==> config.mk <==
export PLATFORM = sky130hd
export DESIGN_NAME = store_arbiter
export DESIGN_NICKNAME = d
export VERILOG_FILES = /design/src/rtl/store_arbiter.sv
export SDC_FILE = /design/constraint.sdc
export NUM_CORES = 1
export LEC_CHECK = 0
export BUFFER_PORTS_ARGS = -buffer_cell sky130_fd_sc_hd__buf_2
export CAP_MARGIN = 20
export CORE_ASPECT_RATIO = 1.2
export CORE_MARGIN = 2
export CORE_UTILIZATION = 50
export CTS_BUF_LIST = sky130_fd_sc_hd__clkbuf_2 sky130_fd_sc_hd__clkbuf_4 sky130_fd_sc_hd__clkbuf_8
export DETAILED_ROUTE_END_ITERATION = 8
export PLACE_DENSITY = 0.81
export SETUP_SLACK_MARGIN = 0.1
export SLEW_MARGIN = 20
export SYNTH_ARGS = -nofsm -noshare
export SYNTH_HDL_FRONTEND = slang
export SYNTH_SLANG_ARGS = --single-unit
==> constraint.sdc <==
create_clock -name clk -period 5.65 [get_ports clk]
set_input_delay 0 -clock clk [delete_from_list [all_inputs] [get_ports clk]]
set_output_delay 0 -clock clk [all_outputs]
set_load 0.005 [all_outputs]
==> src/rtl/store_arbiter.sv <==
// Two-port (CPU r/w, display read-only) arbiter onto a single strobe-driven store; ack lands READ_WAIT_CYCLES+1 / WRITE_PULSE_CYCLES+3 cycles after grant.
// Requesters hold req until ack; define STORE_ARB_ROUND_ROBIN_EN to alternate simultaneous grants, otherwise the CPU always wins.
module store_arbiter #(
    parameter int READ_WAIT_CYCLES   = 2,
    parameter int WRITE_PULSE_CYCLES = 2
) (
    input  logic        clk,
    input  logic        reset_n,
    input  logic        cpu_req,
    input  logic        cpu_we,
    input  logic [4:0]  cpu_addr,
    input  logic [31:0] cpu_wdata,
    output logic        cpu_ack,
    output logic [31:0] cpu_rdata,
    input  logic        disp_req,
    input  logic [4:0]  disp_addr,
    output logic        disp_ack,
    output logic [31:0] disp_rdata,
    output logic [4:0]  store_A,
    output logic [31:0] store_D,
    output logic        store_CS_n,
    output logic        store_WE_n,
    output logic        store_OE_n,
    input  logic [31:0] store_Q
);

    typedef enum logic [2:0] {IDLE, READ, WR_SETUP, WR_PULSE, WR_HOLD, DONE} state_t;

    localparam logic [2:0] RD_LOAD = 3'(READ_WAIT_CYCLES - 1);
    localparam logic [2:0] WR_LOAD = 3'(WRITE_PULSE_CYCLES - 1);

    state_t      state_q, state_d;
    logic [2:0]  rd_cnt_q, rd_cnt_d;
    logic [2:0]  wr_cnt_q, wr_cnt_d;
    logic        gnt_disp_q, gnt_disp_d;
    logic [4:0]  addr_q, addr_d;
    logic [31:0] data_q, data_d;
    logic        cs_n_q, cs_n_d;
    logic        we_n_q, we_n_d;
    logic        oe_n_q, oe_n_d;
    logic        cpu_ack_q, cpu_ack_d;
    logic        disp_ack_q, disp_ack_d;
    logic [31:0] cpu_rdata_q, cpu_rdata_d;
    logic [31:0] disp_rdata_q, disp_rdata_d;
    logic        prefer_disp;
    logic        pick_disp;

`ifdef STORE_ARB_ROUND_ROBIN_EN
    logic last_disp_q, last_disp_d;

    assign prefer_disp = !last_disp_q;

    always_comb begin
        last_disp_d = last_disp_q;
        if (state_q == IDLE && (cpu_req || disp_req)) begin
            last_disp_d = pick_disp;
        end
    end

    // Last grant starts as display so the CPU wins the first contest.
    always_ff @(posedge clk or negedge reset_n) begin
        if (!reset_n) begin
            last_disp_q <= 1'b1;
        end else begin
            last_disp_q <= last_disp_d;
        end
    end
`else
    assign prefer_disp = 1'b0;
`endif

    assign pick_disp = disp_req && (!cpu_req || prefer_disp);

    always_comb begin
        state_d      = state_q;
        rd_cnt_d     = rd_cnt_q;
        wr_cnt_d     = wr_cnt_q;
        gnt_disp_d   = gnt_disp_q;
        addr_d       = addr_q;
        data_d       = data_q;
        cpu_rdata_d  = cpu_rdata_q;
        disp_rdata_d = disp_rdata_q;

        case (state_q)
            IDLE: begin
                if (cpu_req || disp_req) begin
                    gnt_disp_d = pick_disp;
                    addr_d     = pick_disp ? disp_addr : cpu_addr;
                    if (!pick_disp && cpu_we) begin
                        data_d  = cpu_wdata;
                        state_d = WR_SETUP;
                    end else begin
                        rd_cnt_d = RD_LOAD;
                        state_d  = READ;
                    end
                end
            end
            READ: begin
                if (rd_cnt_q == 3'd0) begin
                    if (gnt_disp_q) begin
                        disp_rdata_d = store_Q;
                    end else begin
                        cpu_rdata_d = store_Q;
                    end
                    state_d = DONE;
                end else begin
                    rd_cnt_d = rd_cnt_q - 3'd1;
                end
            end
            WR_SETUP: begin
                wr_cnt_d = WR_LOAD;
                state_d  = WR_PULSE;
            end
            WR_PULSE: begin
                if (wr_cnt_q == 3'd0) begin
                    state_d = WR_HOLD;
                end else begin
                    wr_cnt_d = wr_cnt_q - 3'd1;
                end
            end
            WR_HOLD: state_d = DONE;
            DONE:    state_d = IDLE;
            default: state_d = IDLE;
        endcase

        // Strobes and acks are registered, so decode them from the state being entered.
        cs_n_d     = (state_d == IDLE) || (state_d == DONE);
        oe_n_d     = (state_d != READ);
        we_n_d     = (state_d != WR_PULSE);
        cpu_ack_d  = (state_d == DONE) && !gnt_disp_d;
        disp_ack_d = (state_d == DONE) && gnt_disp_d;
    end

    always_ff @(posedge clk or negedge reset_n) begin
        if (!reset_n) begin
            state_q      <= IDLE;
            rd_cnt_q     <= 3'd0;
            wr_cnt_q     <= 3'd0;
            gnt_disp_q   <= 1'b0;
            addr_q       <= 5'd0;
            data_q       <= 32'd0;
            cs_n_q       <= 1'b1;
            we_n_q       <= 1'b1;
            oe_n_q       <= 1'b1;
            cpu_ack_q    <= 1'b0;
            disp_ack_q   <= 1'b0;
            cpu_rdata_q  <= 32'd0;
            disp_rdata_q <= 32'd0;
        end else begin
            state_q      <= state_d;
            rd_cnt_q     <= rd_cnt_d;
            wr_cnt_q     <= wr_cnt_d;
            gnt_disp_q   <= gnt_disp_d;
            addr_q       <= addr_d;
            data_q       <= data_d;
            cs_n_q       <= cs_n_d;
            we_n_q       <= we_n_d;
            oe_n_q       <= oe_n_d;
            cpu_ack_q    <= cpu_ack_d;
            disp_ack_q   <= disp_ack_d;
            cpu_rdata_q  <= cpu_rdata_d;
            disp_rdata_q <= disp_rdata_d;
        end
    end

    assign store_A    = addr_q;
    assign store_D    = data_q;
    assign store_CS_n = cs_n_q;
    assign store_WE_n = we_n_q;
    assign store_OE_n = oe_n_q;
    assign cpu_ack    = cpu_ack_q;
    assign disp_ack   = disp_ack_q;
    assign cpu_rdata  = cpu_rdata_q;
    assign disp_rdata = disp_rdata_q;

endmodule

* Word-level counts from Yosys, hierarchy flattened
Index checks and enable logic that the tools add are counted.
** Storage, ports and cells
- Input port bits :: 79
- Word-level logic and storage cells :: 62
- Output and inout port bits :: 106
- Register bits after elaboration :: 116
** Operators by class
- Bitwise gates (word level) :: 1
- Equality and inequality tests :: 11
- Muxes and demuxes :: 14
- $add $sub $neg :: 2
- Reductions and logical operators :: 21
** Operators with widths (number)
- $mux W3 :: 7
- $pmux W3 S5 :: 1
- $logic_not A3 Y1 :: 4
- $pmux W3 S2 :: 2
- $reduce_and A3 Y1 :: 3
- $ne A2 B2 Y1 const B :: 4
- $eq A3 B2 Y1 const B :: 2
- $eq A3 B3 Y1 const B :: 2
- $sub A3 B1 Y3 const B :: 2
- $mux W5 :: 1
- $logic_and A1 B1 Y1 :: 4
- $reduce_and A2 Y1 :: 2
- $reduce_and A4 Y1 :: 1
- $reduce_bool A2 Y1 :: 2
- $eq A3 B1 Y1 const B :: 1
- $logic_not A1 Y1 :: 3
- $ne A3 B1 Y1 const B :: 1
- $ne A3 B2 Y1 const B :: 1
- $logic_or A1 B1 Y1 :: 2
- $mux W1 :: 2
- $mux W2 :: 1
- $not A1 Y1 :: 1

* Depth between registers and ports, before layout
- Depth after elaboration :: 9
- Gate-level depth with buffers :: 7
- Mapped depth without buffers :: 5

* Least setup slack after synthesis
OpenSTA, ideal clock, no wires.
- Kind :: register -> register
- Start :: reg rd_cnt_q[0]
- End :: reg disp_rdata_q[10], in the netlist disp_rdata[10]
- Buffers on the path :: 2
- Stages on the path, launching flop included :: 8
- Arrival :: 1.843 ns
- Period minus slack after synthesis :: 1.969 ns
- Required time :: 5.525 ns
- Setup time :: 0.125 ns
- Path slack :: 3.681 ns
- Cells stage by stage :: dfrtp_1 inv_1 ha_1 nand3b_1 or4b_1 buf_2 buf_6 mux2_4
** On the way
- Longest elaborated chain between the ends :: 2
** Ends and longest elaborated chain
- from (decl) :: line 33 : logic [2:0] rd_cnt_q, rd_cnt_d;
- from (signal assigned) :: line 151 : rd_cnt_q <= rd_cnt_d;
- $logic_not A3 Y1 :: line 99 : if (rd_cnt_q == 3'd0) begin
- $reduce_and A3 Y1 (no line)
- to (signal assigned) :: line 162 : disp_rdata_q <= disp_rdata_d;
- to (decl) :: line 44 : logic [31:0] disp_rdata_q, disp_rdata_d;
No other way between the ends.
A chain may end at the register's enable or synchronous reset.

* Worst setup path after layout
- Start :: reg state_q[1]
- End :: reg data_q[5], in the netlist store_D[5]
** On the way
- Longest elaborated chain between the ends :: 2
** Ends and longest elaborated chain
- from (decl) :: line 32 : state_t state_q, state_d;
- from (signal assigned) :: line 150 : state_q <= state_d;
- $logic_not A3 Y1 :: line 84 : case (state_q)
- $reduce_and A3 Y1 (no line)
- to (signal assigned) :: line 155 : data_q <= data_d;
- to (decl) :: line 37 : logic [31:0] data_q, data_d;
No other way between the ends.

==> metrics.yaml <==
run_status:
  outcome: "completed"
timing:
  min_period_over_period_pct: 44.25
  slew_violations: 0
  rsz0062_at_grt: "false"
  max_slew_margin_pct: 47.91
  finalSetupViolations: 0
  finalCriticalPeriod_ns: 2.500
  fin_worst_skew_ns: 0.009902
  holdWs_ns: 0.04639
  hold_viol: 0
  setup-tns-final_ns: 0
  tightest_slew_ns: 0.7814
  maxClockFrequency_ghz: 0.4000
critical_path:
  critPathBufInv: 1
  cp_max_fo: 22
  end_kind: "register"
  crit_required_ns: 5.95
  cp_top_family: "simple AND/OR/NAND/NOR gates"
  critPathMaxStageDelay_ns: 0.56
  path_cells: "or3_1 > nor2_2 > buf_4 > mux2_2"
  r2r_start: "state_q[1]"
  crit_slowest_cell: "dfrtp_1"
  path_class: "register to register"
  startpoint_type: "register"
  cp.arrival_ns: 2.80
  crit_start: "state_q[1]"
drt:
  wire_per_inst_um: 16.53
  met2_length_mm: 6.109
  vias_per_cell: 5.065
  dr_wl_met3_um: 649
  vias: 3591
  m1WireLength_mm: 4.682
  topRoutingLayerUsed: "met4"
  firstDrtPassIters: 4
  drtIter0Drc: 92
  wl_mm: 11.72
  drc: 0
  ant_nets: 0
pwr:
  p_leak_nw: 3.434
  combPwrFrac_pct: 38.7
  netSwitchingPower_mw: 1.105
  vdd_drop_max_mv: 0.2906
  p_sw_share_pct: 30.94
  p_seq_share_pct: 42.3
  p_clk_share_pct: 18.9
  internal_power_mw: 2.467
  power_density_mw_per_mm2: 519.1
clock_tree:
  htree_levels: 4
  clock-sinks: 116
  insertion_delay_ns: 0.42
  holdBufCountCts: 76
  root_buffer: "clkbuf_8"
  cts_buffers: 17
  path_clk_slew_ns: 0.07
  cts_tree: "built"
  ctsResizeCount: 0
  clockBufferDepth: 2
  post_cts_buffers: 0
floorplanning:
  pin_count: 185
  initial_core_util_pct: 51.93
  num_rows: 38
  die-area_sq_mm: 0.01028
  core_area_sq_mm: 0.009129
  dieHeight_um: 110.7
  die_w_um: 92.89
logic_synthesis:
  yosysSeqAreaShare_pct: 61.31
  syn_avg_cell_area_sq_um: 15.34
  syn_nets: 392
  synthCells: 309
  netlist_area_sq_mm: 0.004741
  ys_warn_count: 0
  yosys_register_bits: 116
  ys_types: 38
grt:
  overflow: 0
  grt_pass1_wl_mm: 19.10
  grt_usage_pct: 23.69
  grt_pass1_vias: 3888
  grt_max_degree: 89
  antenna_found_initial: 0
finish:
  antenna_cells: 0
  mostFrequentLayoutCell: "buf_2"
  drive_above_1_share_pct: 54.50
  register_area_sq_mm: 0.002907
  multi_input_area_sq_mm: 0.001709
  final_cell_mix: "buf_2, dfrtp_1, dlygate4sd3_1, mux2_2, mux2_4"
  final_area_sq_mm: 0.006883
  fin_nets: 659
  synthToLayoutAreaGrowth_pct: 45.18
  fillerInstances: 589
  final_util_pct: 75.40
hold_path:
  min_path_type: "input pin to asynchronous set/reset pin"
placement:
  dp_hpwl_mm: 7.352
  place_congestion: 0.7993
  port_buffers: 184
  postPlaceCellArea_sq_mm: 0.005757
flow_run:
  maxCapViolCount: 0
## power by group through the flow
stage | clock network, mW | logic [mW] | registers [mW]
after CTS | 0.694 | 1.38 | 1.50
after detailed placement | 0 | 1.30 | 1.51
after floorplan | 0 | 0.734 | 1.50
after global routing | 0.738 | 1.51 | 1.56
final | 0.677 | 1.38 | 1.51
after global placement | 0 | 1.25 | 1.49
## worst paths after layout
path | end | slack [ns] | cells past startpoint
setup / recovery | store_D[5] | 3.15 | 4
hold / removal | disp_rdata[11] | 0.05 | 2
setup reg to reg | store_D[5] | 3.15 | 4
hold reg to reg | store_D[18] | 0.48 | 1
max in group asynchronous | store_A[3] | 4.50 | 3
min in group clk | store_OE_n | 0.06 | 3
## synthesized netlist by cell type, drive strengths merged
cell     count  area share [%]
a21oi        6            0.63
a22o         3            0.55
a2bb2oi      2            0.37
a311oi       1            0.18
a32oi        1            0.18
and2         1            0.13
buf         10             1.6
clkbuf       6            0.48
dfrtp      113              60
dfstp        3             1.7
ha           4             1.1
inv         10            0.79
mux2        96              25
mux2i        3            0.63
nand2        2            0.16
nand2b       8             1.1
nand3        1            0.11
nand3b       3            0.48
nor2         3            0.24
nor2b        3            0.40
nor3         1            0.11
nor3b        3            0.48
nor4         1            0.26
nor4b        1            0.18
o21a         1            0.16
o21ai        3            0.32
o21bai       1            0.16
o22ai       11             1.5
o31ai        3            0.48
or2          1            0.13
or3          1            0.13
or3b         1            0.18
or4b         2            0.42
## state kept, by name, indices dropped and copies added (netlist names)
register,count
store_WE_n,1
cpu_rdata,32
cpu_ack,1
disp_ack,1
disp_rdata,32
store_CS_n,1
store_A,5
rd_cnt_q,3
gnt_disp_q,1
store_D,32
state_q,3
store_OE_n,1
wr_cnt_q,3
## per-stage QoR
step,total power [mW],worst slack (ns),instances
3_5_place_dp,2.813,3.172,601
6_report,3.573,3.150,709
4_1_cts,3.572,3.160,709
5_1_grt,3.813,3.011,709
3_3_place_gp,2.742,3.253,601
2_1_floorplan,2.236,3.681,309
## final cells by class
| type | count | area share [%] |
|---|---|---|
| sequential | 116 | 42.23 |
| timing repair buffer | 264 | 24.96 |
| clock inverter | 5 | 0.3999 |
| inverter | 10 | 0.5454 |
| multi-input combinational | 167 | 24.83 |
| tap | 120 | 2.181 |
| clock buffer | 27 | 4.854 |
## kinds of logic (layout without fill, tap and decap cells)
kind of cell             count (synthesis)  in the layout  share of synthesized area [%]
flip-flops                             116            116                          61.31
multiplexers                            99             99                          25.81
AO/OA/AOI/OAI                           32             32                          4.487
AND/OR/NAND/NOR                         32             32                          4.460
buffers and inverters                   26            306                          2.877
adder cells (fa/ha/maj)                  4              4                          1.056
## per-layer routing
layer,GRT usage [%],vias to the layer above
li1,-,1642
met3,5.778,28
met4,10.10,0
met2,41.16,154
met5,0,-
met1,27.64,1767
No activity file was read; power rests on OpenSTA's default activity.
